<file path="src/rtl/fwd_network_if.sv">
// Decode-side bundle for the forwarding network: issue info, operand requests, stage results and resolved operands.
// stall_cnt_o is present only when FWD_PERF_CNT_EN is defined.
interface fwd_network_if #(
   parameter int DATA_W = 32,
   parameter int REG_AW = 5,
   parameter int DEPTH  = 3,
   parameter int NSRC   = 2,
   parameter int SW     = $clog2(DEPTH+1)
);
   logic                     issue_valid_i;
   logic [REG_AW-1:0]        issue_rd_i;
   logic                     issue_we_i;
   logic                     issue_load_i;
   logic                     flush_i;
   logic [DEPTH*DATA_W-1:0]  stage_data_i;
   logic [NSRC-1:0]          src_used_i;
   logic [NSRC*REG_AW-1:0]   src_addr_i;
   logic [NSRC*DATA_W-1:0]   src_data_i;
   logic [NSRC*DATA_W-1:0]   fwd_data_o;
   logic [NSRC*SW-1:0]       fwd_sel_o;
   logic                     stall_o;
`ifdef FWD_PERF_CNT_EN
   logic [31:0]              stall_cnt_o;
`endif

   modport master (
      output issue_valid_i, issue_rd_i, issue_we_i, issue_load_i, flush_i,
      output stage_data_i, src_used_i, src_addr_i, src_data_i,
`ifdef FWD_PERF_CNT_EN
      input  stall_cnt_o,
`endif
      input  fwd_data_o, fwd_sel_o, stall_o
   );

   modport slave (
      input  issue_valid_i, issue_rd_i, issue_we_i, issue_load_i, flush_i,
      input  stage_data_i, src_used_i, src_addr_i, src_data_i,
`ifdef FWD_PERF_CNT_EN
      output stall_cnt_o,
`endif
      output fwd_data_o, fwd_sel_o, stall_o
   );
endinterface

</file>
<file path="src/rtl/fwd_network.sv">
// Operand forwarding + load-use hazard network: zero-latency combinational select, one-cycle entry shift.
// Stall holds decode and injects a bubble into EX; FWD_PERF_CNT_EN adds a saturating stall counter.
module fwd_network #(
   parameter int DATA_W     = 32,
   parameter int REG_AW     = 5,
   parameter int DEPTH      = 3,
   parameter int NSRC       = 2,
   parameter int LOAD_STAGE = 1
) (
   input  logic         clk_i,
   input  logic         rst_i,
   fwd_network_if.slave bus
);
   localparam int SW = $clog2(DEPTH+1);

   logic [DEPTH-1:0]  entValid;
   logic [DEPTH-1:0]  entWe;
   logic [DEPTH-1:0]  entLoad;
   logic [REG_AW-1:0] entRd [DEPTH];

   logic [NSRC-1:0]        opStall;
   logic [NSRC*DATA_W-1:0] fwdData;
   logic [NSRC*SW-1:0]     fwdSel;
   logic                   stall;

   // Downstream stages always advance; only the EX entry can be killed.
   always_ff @(posedge clk_i or posedge rst_i) begin
      if (rst_i) begin
         entValid <= '0;
         entWe    <= '0;
         entLoad  <= '0;
         for (int k = 0; k < DEPTH; k++) entRd[k] <= '0;
      end else begin
         for (int k = 1; k < DEPTH; k++) begin
            entValid[k] <= entValid[k-1];
            entWe[k]    <= entWe[k-1];
            entLoad[k]  <= entLoad[k-1];
            entRd[k]    <= entRd[k-1];
         end
         entValid[0] <= bus.issue_valid_i & ~bus.flush_i & ~stall;
         entWe[0]    <= bus.issue_we_i;
         entLoad[0]  <= bus.issue_load_i;
         entRd[0]    <= bus.issue_rd_i;
      end
   end

   always_comb begin
      opStall = '0;
      fwdData = bus.src_data_i;
      fwdSel  = '0;
      for (int i = 0; i < NSRC; i++) begin
         logic              found;
         logic [REG_AW-1:0] addr;
         found = 1'b0;
         addr  = bus.src_addr_i[i*REG_AW +: REG_AW];
         // First hit scanning from EX is the youngest producer; older ones are never considered.
         for (int k = 0; k < DEPTH; k++) begin
            if (!found && entValid[k] && entWe[k] && (entRd[k] == addr) &&
                (addr != '0) && bus.src_used_i[i]) begin
               found = 1'b1;
               if (entLoad[k] && (k < LOAD_STAGE)) begin
                  opStall[i] = 1'b1;
               end else begin
                  fwdSel[i*SW +: SW]      = SW'(k + 1);
                  fwdData[i*DATA_W +: DATA_W] = bus.stage_data_i[k*DATA_W +: DATA_W];
               end
            end
         end
      end
      stall = |opStall;
   end

   assign bus.fwd_data_o = fwdData;
   assign bus.fwd_sel_o  = fwdSel;
   assign bus.stall_o    = stall;

`ifdef FWD_PERF_CNT_EN
   logic [31:0] stallCnt;

   always_ff @(posedge clk_i or posedge rst_i) begin
      if (rst_i) begin
         stallCnt <= '0;
      end else if (stall && (stallCnt != 32'hFFFF_FFFF)) begin
         stallCnt <= stallCnt + 32'd1;
      end
   end

   assign bus.stall_cnt_o = stallCnt;
`endif
endmodule

</file>
<file path="src/flat_wrapper.sv">
// flat-port wrapper written by rule: the top's interface ports become plain ports
module fwd_network_flat 
#(
   parameter int DATA_W     = 32,
   parameter int REG_AW     = 5,
   parameter int DEPTH      = 3,
   parameter int NSRC       = 2,
   parameter int LOAD_STAGE = 1
)
  (clk_i, rst_i, bus_issue_valid_i, bus_issue_rd_i, bus_issue_we_i, bus_issue_load_i, bus_flush_i, bus_stage_data_i, bus_src_used_i, bus_src_addr_i, bus_src_data_i, bus_fwd_data_o, bus_fwd_sel_o, bus_stall_o);
  fwd_network_if #(.DATA_W(DATA_W), .REG_AW(REG_AW), .DEPTH(DEPTH), .NSRC(NSRC)) bus_i ();
  input  logic clk_i;
  input  logic rst_i;
  input wire logic [$bits(bus_i.issue_valid_i)-1:0] bus_issue_valid_i;
  input wire logic [$bits(bus_i.issue_rd_i)-1:0] bus_issue_rd_i;
  input wire logic [$bits(bus_i.issue_we_i)-1:0] bus_issue_we_i;
  input wire logic [$bits(bus_i.issue_load_i)-1:0] bus_issue_load_i;
  input wire logic [$bits(bus_i.flush_i)-1:0] bus_flush_i;
  input wire logic [$bits(bus_i.stage_data_i)-1:0] bus_stage_data_i;
  input wire logic [$bits(bus_i.src_used_i)-1:0] bus_src_used_i;
  input wire logic [$bits(bus_i.src_addr_i)-1:0] bus_src_addr_i;
  input wire logic [$bits(bus_i.src_data_i)-1:0] bus_src_data_i;
  output wire logic [$bits(bus_i.fwd_data_o)-1:0] bus_fwd_data_o;
  output wire logic [$bits(bus_i.fwd_sel_o)-1:0] bus_fwd_sel_o;
  output wire logic [$bits(bus_i.stall_o)-1:0] bus_stall_o;
  assign bus_i.issue_valid_i = bus_issue_valid_i;
  assign bus_i.issue_rd_i = bus_issue_rd_i;
  assign bus_i.issue_we_i = bus_issue_we_i;
  assign bus_i.issue_load_i = bus_issue_load_i;
  assign bus_i.flush_i = bus_flush_i;
  assign bus_i.stage_data_i = bus_stage_data_i;
  assign bus_i.src_used_i = bus_src_used_i;
  assign bus_i.src_addr_i = bus_src_addr_i;
  assign bus_i.src_data_i = bus_src_data_i;
  assign bus_fwd_data_o = bus_i.fwd_data_o;
  assign bus_fwd_sel_o = bus_i.fwd_sel_o;
  assign bus_stall_o = bus_i.stall_o;
  fwd_network #(.DATA_W(DATA_W), .REG_AW(REG_AW), .DEPTH(DEPTH), .NSRC(NSRC), .LOAD_STAGE(LOAD_STAGE)) u_core (.clk_i(clk_i), .rst_i(rst_i), .bus(bus_i));
endmodule
</file>
<file path="config.mk">
export PLATFORM = sky130hd
export DESIGN_NAME = fwd_network_flat
export DESIGN_NICKNAME = d
export VERILOG_FILES = /design/src/rtl/fwd_network_if.sv /design/src/rtl/fwd_network.sv /design/src/flat_wrapper.sv
export SDC_FILE = /design/constraint.sdc
export NUM_CORES = 1
export LEC_CHECK = 0
export CAP_MARGIN = 40
export CORE_MARGIN = 2
export CORE_UTILIZATION = 37
export CTS_CLUSTER_SIZE = 16
export DETAILED_ROUTE_END_ITERATION = 10
export PLACE_DENSITY = 0.84
export RECOVER_POWER = 50
export SYNTH_ARGS = -nofsm -noshare
export SYNTH_HDL_FRONTEND = slang
export SYNTH_SLANG_ARGS = --single-unit
export TNS_END_PERCENT = 1
</file>
<file path="constraint.sdc">
create_clock -name clk_i -period 2.5 [get_ports clk_i]
set_clock_uncertainty 0.1 [all_clocks]
set_input_delay 0.25 -clock clk_i [delete_from_list [all_inputs] [get_ports clk_i]]
set_output_delay 0.25 -clock clk_i [all_outputs]
set_load 0.1 [all_outputs]
</file>
==> flow_summary_export.csv, run 1 <==
group,metric,value,unit
run_status,status,"did not finish",
run_status,failed_stage,"global routing",
run_status,tool.error,"[ERROR GRT-0232] Routing congestion too high. Check the congestion heatmap in the GUI.",
clocking,cts_max_level,1,
clocking,hold_buffers,0,
synthesis,yosysWarnings,0,
place,placed_cell_area,7971,um^2
synthesis,synth.distinct_cells,46,
die,die_h,103.3,um
place,portBuffers,251,
clocking,cts_buffer_depth,2,
die,start_util,37.65,%
grt,grt_overflow,29,
clocking,clock-sinks,22,
sta,endpoint_type,"output port",
clocking,cts_inserted_buffers,3,
grt,grt_max_degree,23,
clocking,root_buffer,"clkbuf_8",
die,placementRows,36,
sta,worst_endpoint,"bus_fwd_data_o[59]",
synthesis,ys.flop_type,"dfrtp_1",
synthesis,async_flop_share,100.0,%
synthesis,syn_area,3646,um^2
place,place_hpwl,16270,um
grt,grt_usage,76.14,%
synthesis,netlist_instances,455,
synthesis,synth_edf_count,0,
die,die_w,103.3,um
synthesis,synth_area_per_cell,8.013,um^2
place,gp_congestion,1.038,
synthesis,ys_seq_elements,22,
synthesis,synthesis.nets,638,
synthesis,ys_seq_area_share,15.10,%
die,pin_count,252,
## cells in the mapped netlist, drive strengths merged (2+ instances only)
master,number,area [um^2]
inv,4,15.01
nand2,24,97.59
nor2,39,146.4
xnor2,18,157.7
a221o,30,300.3
nor4,2,18.77
xor2,11,96.34
a211oi,32,240.2
dfrtp,22,550.5
or4,4,37.53
a21o,32,240.2
o221ai,16,140.1
buf,41,261.5
clkbuf,7,26.28
nand3,4,25.02
o21ai,31,155.2
o22ai,32,200.2
o32ai,32,498.0
and3,2,12.51
nor3,49,245.2
nand4,5,31.28
o211ai,2,25.02
## layer usage
layer	GRT overflow	global-route usage, %
met1	0	76.08
met2	15	90.66
met3	2	64.11
met4	12	75.81
met5	0	24.52
## kinds of logic after synthesis
kind of cell,synth area share [%]
AOI/OAI and AO/OA,51.13
xor gates and xnor gates,6.966
buffers and inverters,8.305
DFF,15.10
and+or+nand+nor,18.50
## metrics by stage
stage,worst slack [ns],std cells
4_1_cts,-0.4831,892
3_3_place_gp,-0.6143,869
2_1_floorplan,-0.4503,455
3_5_place_dp,-0.7093,870
## repair_timing
item	in CTS
pin swaps	34
buffers inserted	11
cloned	7
setup endpoints to repair	69
resized for setup	127
==> run 2, diff against run 1 <==
--- a/config.mk
+++ b/config.mk
@@ -7,10 +7,9 @@
 export LEC_CHECK = 0
 export CAP_MARGIN = 40
 export CORE_MARGIN = 2
-export CORE_UTILIZATION = 37
-export CTS_CLUSTER_SIZE = 16
+export CORE_UTILIZATION = 35
 export DETAILED_ROUTE_END_ITERATION = 10
-export PLACE_DENSITY = 0.84
+export PLACE_DENSITY_LB_ADDON = 0.15
 export RECOVER_POWER = 50
 export SYNTH_ARGS = -nofsm -noshare
 export SYNTH_HDL_FRONTEND = slang
==> run 2 against run 1 <==
Effect of this change: area after synthesis is the same; the flow now finishes, with violations (setup timing); synthesized cell count did not move.
==> flow_summary_export.csv, run 2 <==
group,metric,value,unit
run_status,status,"finished, violations left",
run_status,violations,"setup timing",
place,gp_congestion,0.9201,
cells_and_area,multi_input_area,3568,um^2
clocking,insertion_delay,0.28,ns
cells_and_area,layout_commonest_cell,"clkdlybuf4s50_1",
synthesis,async_flop_share,100.0,%
sta,maxSlewHeadroom,43.61,%
sta,post-route-min-period,3.022,ns
die,dieArea,11250,um^2
power,total_power,2.157,mW
cells_and_area,layout.nets,965,
die,die_h,106.1,um
clocking,clock-sinks,22,
worst_setup_path,end_kind,"primary output",
detailed_routing,viasPerCell,6.358,
clocking,root_buffer,"clkbuf_8",
cells_and_area,largest_registers,"u_core.entRd (15), u_core.entValid (3), u_core.entWe (3)",
detailed_routing,vias,5830,
detailed_routing,drt_iter0_markers,518,
sta,setup_viol,69,
cells_and_area,antennaDiodeCount,0,
sta,worst_slack,-0.5215,ns
power,power_density,243.9,nW/um^2
detailed_routing,drcViolationCount,0,
synthesis,ys_seq_elements,22,
worst_setup_path,cp-start-kind,"flop",
cells_and_area,finalInstanceArea,8843,um^2
clocking,cts_tree,"done",
synthesis,synth.most_common_cell,"nor3_1",
synthesis,yosys.area.top_type,"dfrtp_1",
grt,grt_max_degree,23,
synthesis,netlist_instances,455,
synthesis,synthTopCellsByArea,"dfrtp_1 15%, o32ai_2 13%, a221o_1 8.2%",
worst_setup_path,cp_max_fo,15,
detailed_routing,route.detailed.wl_per_inst,24.19,um
cells_and_area,top_register,"u_core.entRd",
detailed_routing,ant_nets,0,
synthesis,synthesis.nets,638,
grt,antenna_found_initial,0,
sta,slew_violations,0,
grt,grt_usage,38.14,%
detailed_routing,routed_wl,22180,um
sta,rsz0062_at_grt,"yes",
worst_setup_path,worstPathArrival,2.67,ns
flow_run,cap_violations,0,
synthesis,synth.distinct_cells,46,
power,ir_worst_vdd,523.2,uV
detailed_routing,drt_pre_antenna_iters,7,
synthesis,ys.flop_type,"dfrtp_1",
sta,finalHoldViolCount,0,
power,cellLeakagePower,3.730,nW
worst_setup_path,crit_type,"reg -> out",
synthesis,synth_area_per_cell,8.013,um^2
synthesis,yosys-top-cells-count,"49 x nor3_1, 39 x nor2_1, 32 x a211oi_1, 32 x a21o_1, 32 x o22ai_1",
sta,worst_slew_pin_slew,0.8449,ns
place,place_hpwl,15180,um
place,placed_cell_area,8168,um^2
synthesis,synth_edf_count,0,
clocking,cts_inserted_buffers,3,
cells_and_area,largest_register_ffs,15,
cells_and_area,final_cell_mix,"164 x clkdlybuf4s50_1, 88 x buf_12, 88 x buf_4, 33 x nor3_4",
die,core,10230,um^2
grt,grt_first_pass_wirelength,34020,um
cells_and_area,final.fill_count,523,
clocking,cts_max_level,1,
grt,grt_pass1_vias,6173,
cells_and_area,seq_area,550.5,um^2
sta,final.period_utilization,120.9,%
cells_and_area,synthToLayoutAreaGrowth,142.6,%
synthesis,yosysWarnings,0,
place,portBuffers,251,
synthesis,syn_area,3646,um^2
clocking,hold_buffers,0,
synthesis,synth_top_area_share,15.10,%
die,placementRows,37,
clocking,cts_buffer_depth,2,
die,die_w,106.1,um
cells_and_area,drive_gt1_share,41.36,%
die,pin_count,252,
synthesis,ys_seq_area_share,15.10,%
sta,fmax,0.3310,GHz
grt,grt_overflow,0,
worst_setup_path,required,2.15,ns
die,start_util,35.64,%
clocking,clkTransAtPathRegs,0.09,ns
worst_hold_path,min_path_type,"reg -> reg",
-- run 2: cell counts after synthesis --
Identical to the previous run, type by type.
-- run 2: power breakdown --
part           total [mW]  switching, mW  internal (mW)
clock network       0.351          0.136          0.215
registers           0.397         0.0238          0.374
logic                1.41          0.766          0.644
-- run 2: cell type report --
type,instances,share of cell area [%]
tap,136,1.924
clock buffer,3,0.4669
multi-input combinational,381,40.35
sequential,22,6.225
inverter,4,0.1698
timing repair buffer,370,50.52
clock inverter,1,0.3396
-- run 2: per-layer routing --
metal,global-route usage [%],part of all wire (%)
met3,5.641,8.4
met1,45.56,36
met4,17.67,5.3
met5,0,0
met2,67.28,50
-- run 2: path summary, 6_finish.rpt --
check / startpoint / to / slack, ns / cells past startpoint
worst max register to register: u_core.entRd[10] / u_core.entValid[0] / 0.47 / 9
worst max-delay path: u_core.entRd[0] / bus_fwd_data_o[26] / -0.52 / 11
worst min-delay path: u_core.entValid[0] / u_core.entValid[1] / 0.33 / 0
min in group asynchronous: rst_i / u_core.entRd[10] / 0.47 / 2
max in group asynchronous: rst_i / u_core.entRd[12] / 1.31 / 2
worst min register to register: u_core.entValid[0] / u_core.entValid[1] / 0.33 / 0
-- run 2: what timing repair did --
item,in CTS,in global routing
resized for setup,96,11
pin swaps,48,2
gates cloned,4,0
setup endpoints to repair,69,69
setup buffers,11,0
-- run 2: cell families after synthesis --
kind of cell / Yosys count / share of synthesized area (%)
buffers and inverters: 52 / 8.305
DFF: 22 / 15.10
xor gates and xnor gates: 29 / 6.966
AOI/OAI and AO/OA: 215 / 51.13
and+or+nand+nor: 137 / 18.50
-- run 2: worst max-delay path, stage by stage, from the launching register on --
cell	delay [ns]
dfrtp_1	0.41
xnor2_1	0.18
nand4_1	0.13
or4_4	0.53
buf_6	0.15
nor2_4	0.09
buf_4	0.13
buf_12	0.14
a211oi_1	0.08
buf_4	0.15
nor3_4	0.17
buf_12	0.21
-- run 2: per-stage QoR --
stage          setup TNS (ns)  setup slack, ns  std cells  hold slack, ns  util, %
2_1_floorplan          -21.39          -0.4503        455          0.1392        -
3_3_place_gp           -37.53          -0.6465        897          0.2923    79.56
3_5_place_dp           -41.18          -0.7208        898          0.3009    79.83
4_1_cts                -24.29          -0.4236        917          0.3125    85.86
5_1_grt                -36.48          -0.6351        917          0.3383    86.44
6_report               -28.52          -0.5215        917          0.3348    86.44
No activity file was read; power rests on OpenSTA's default activity.
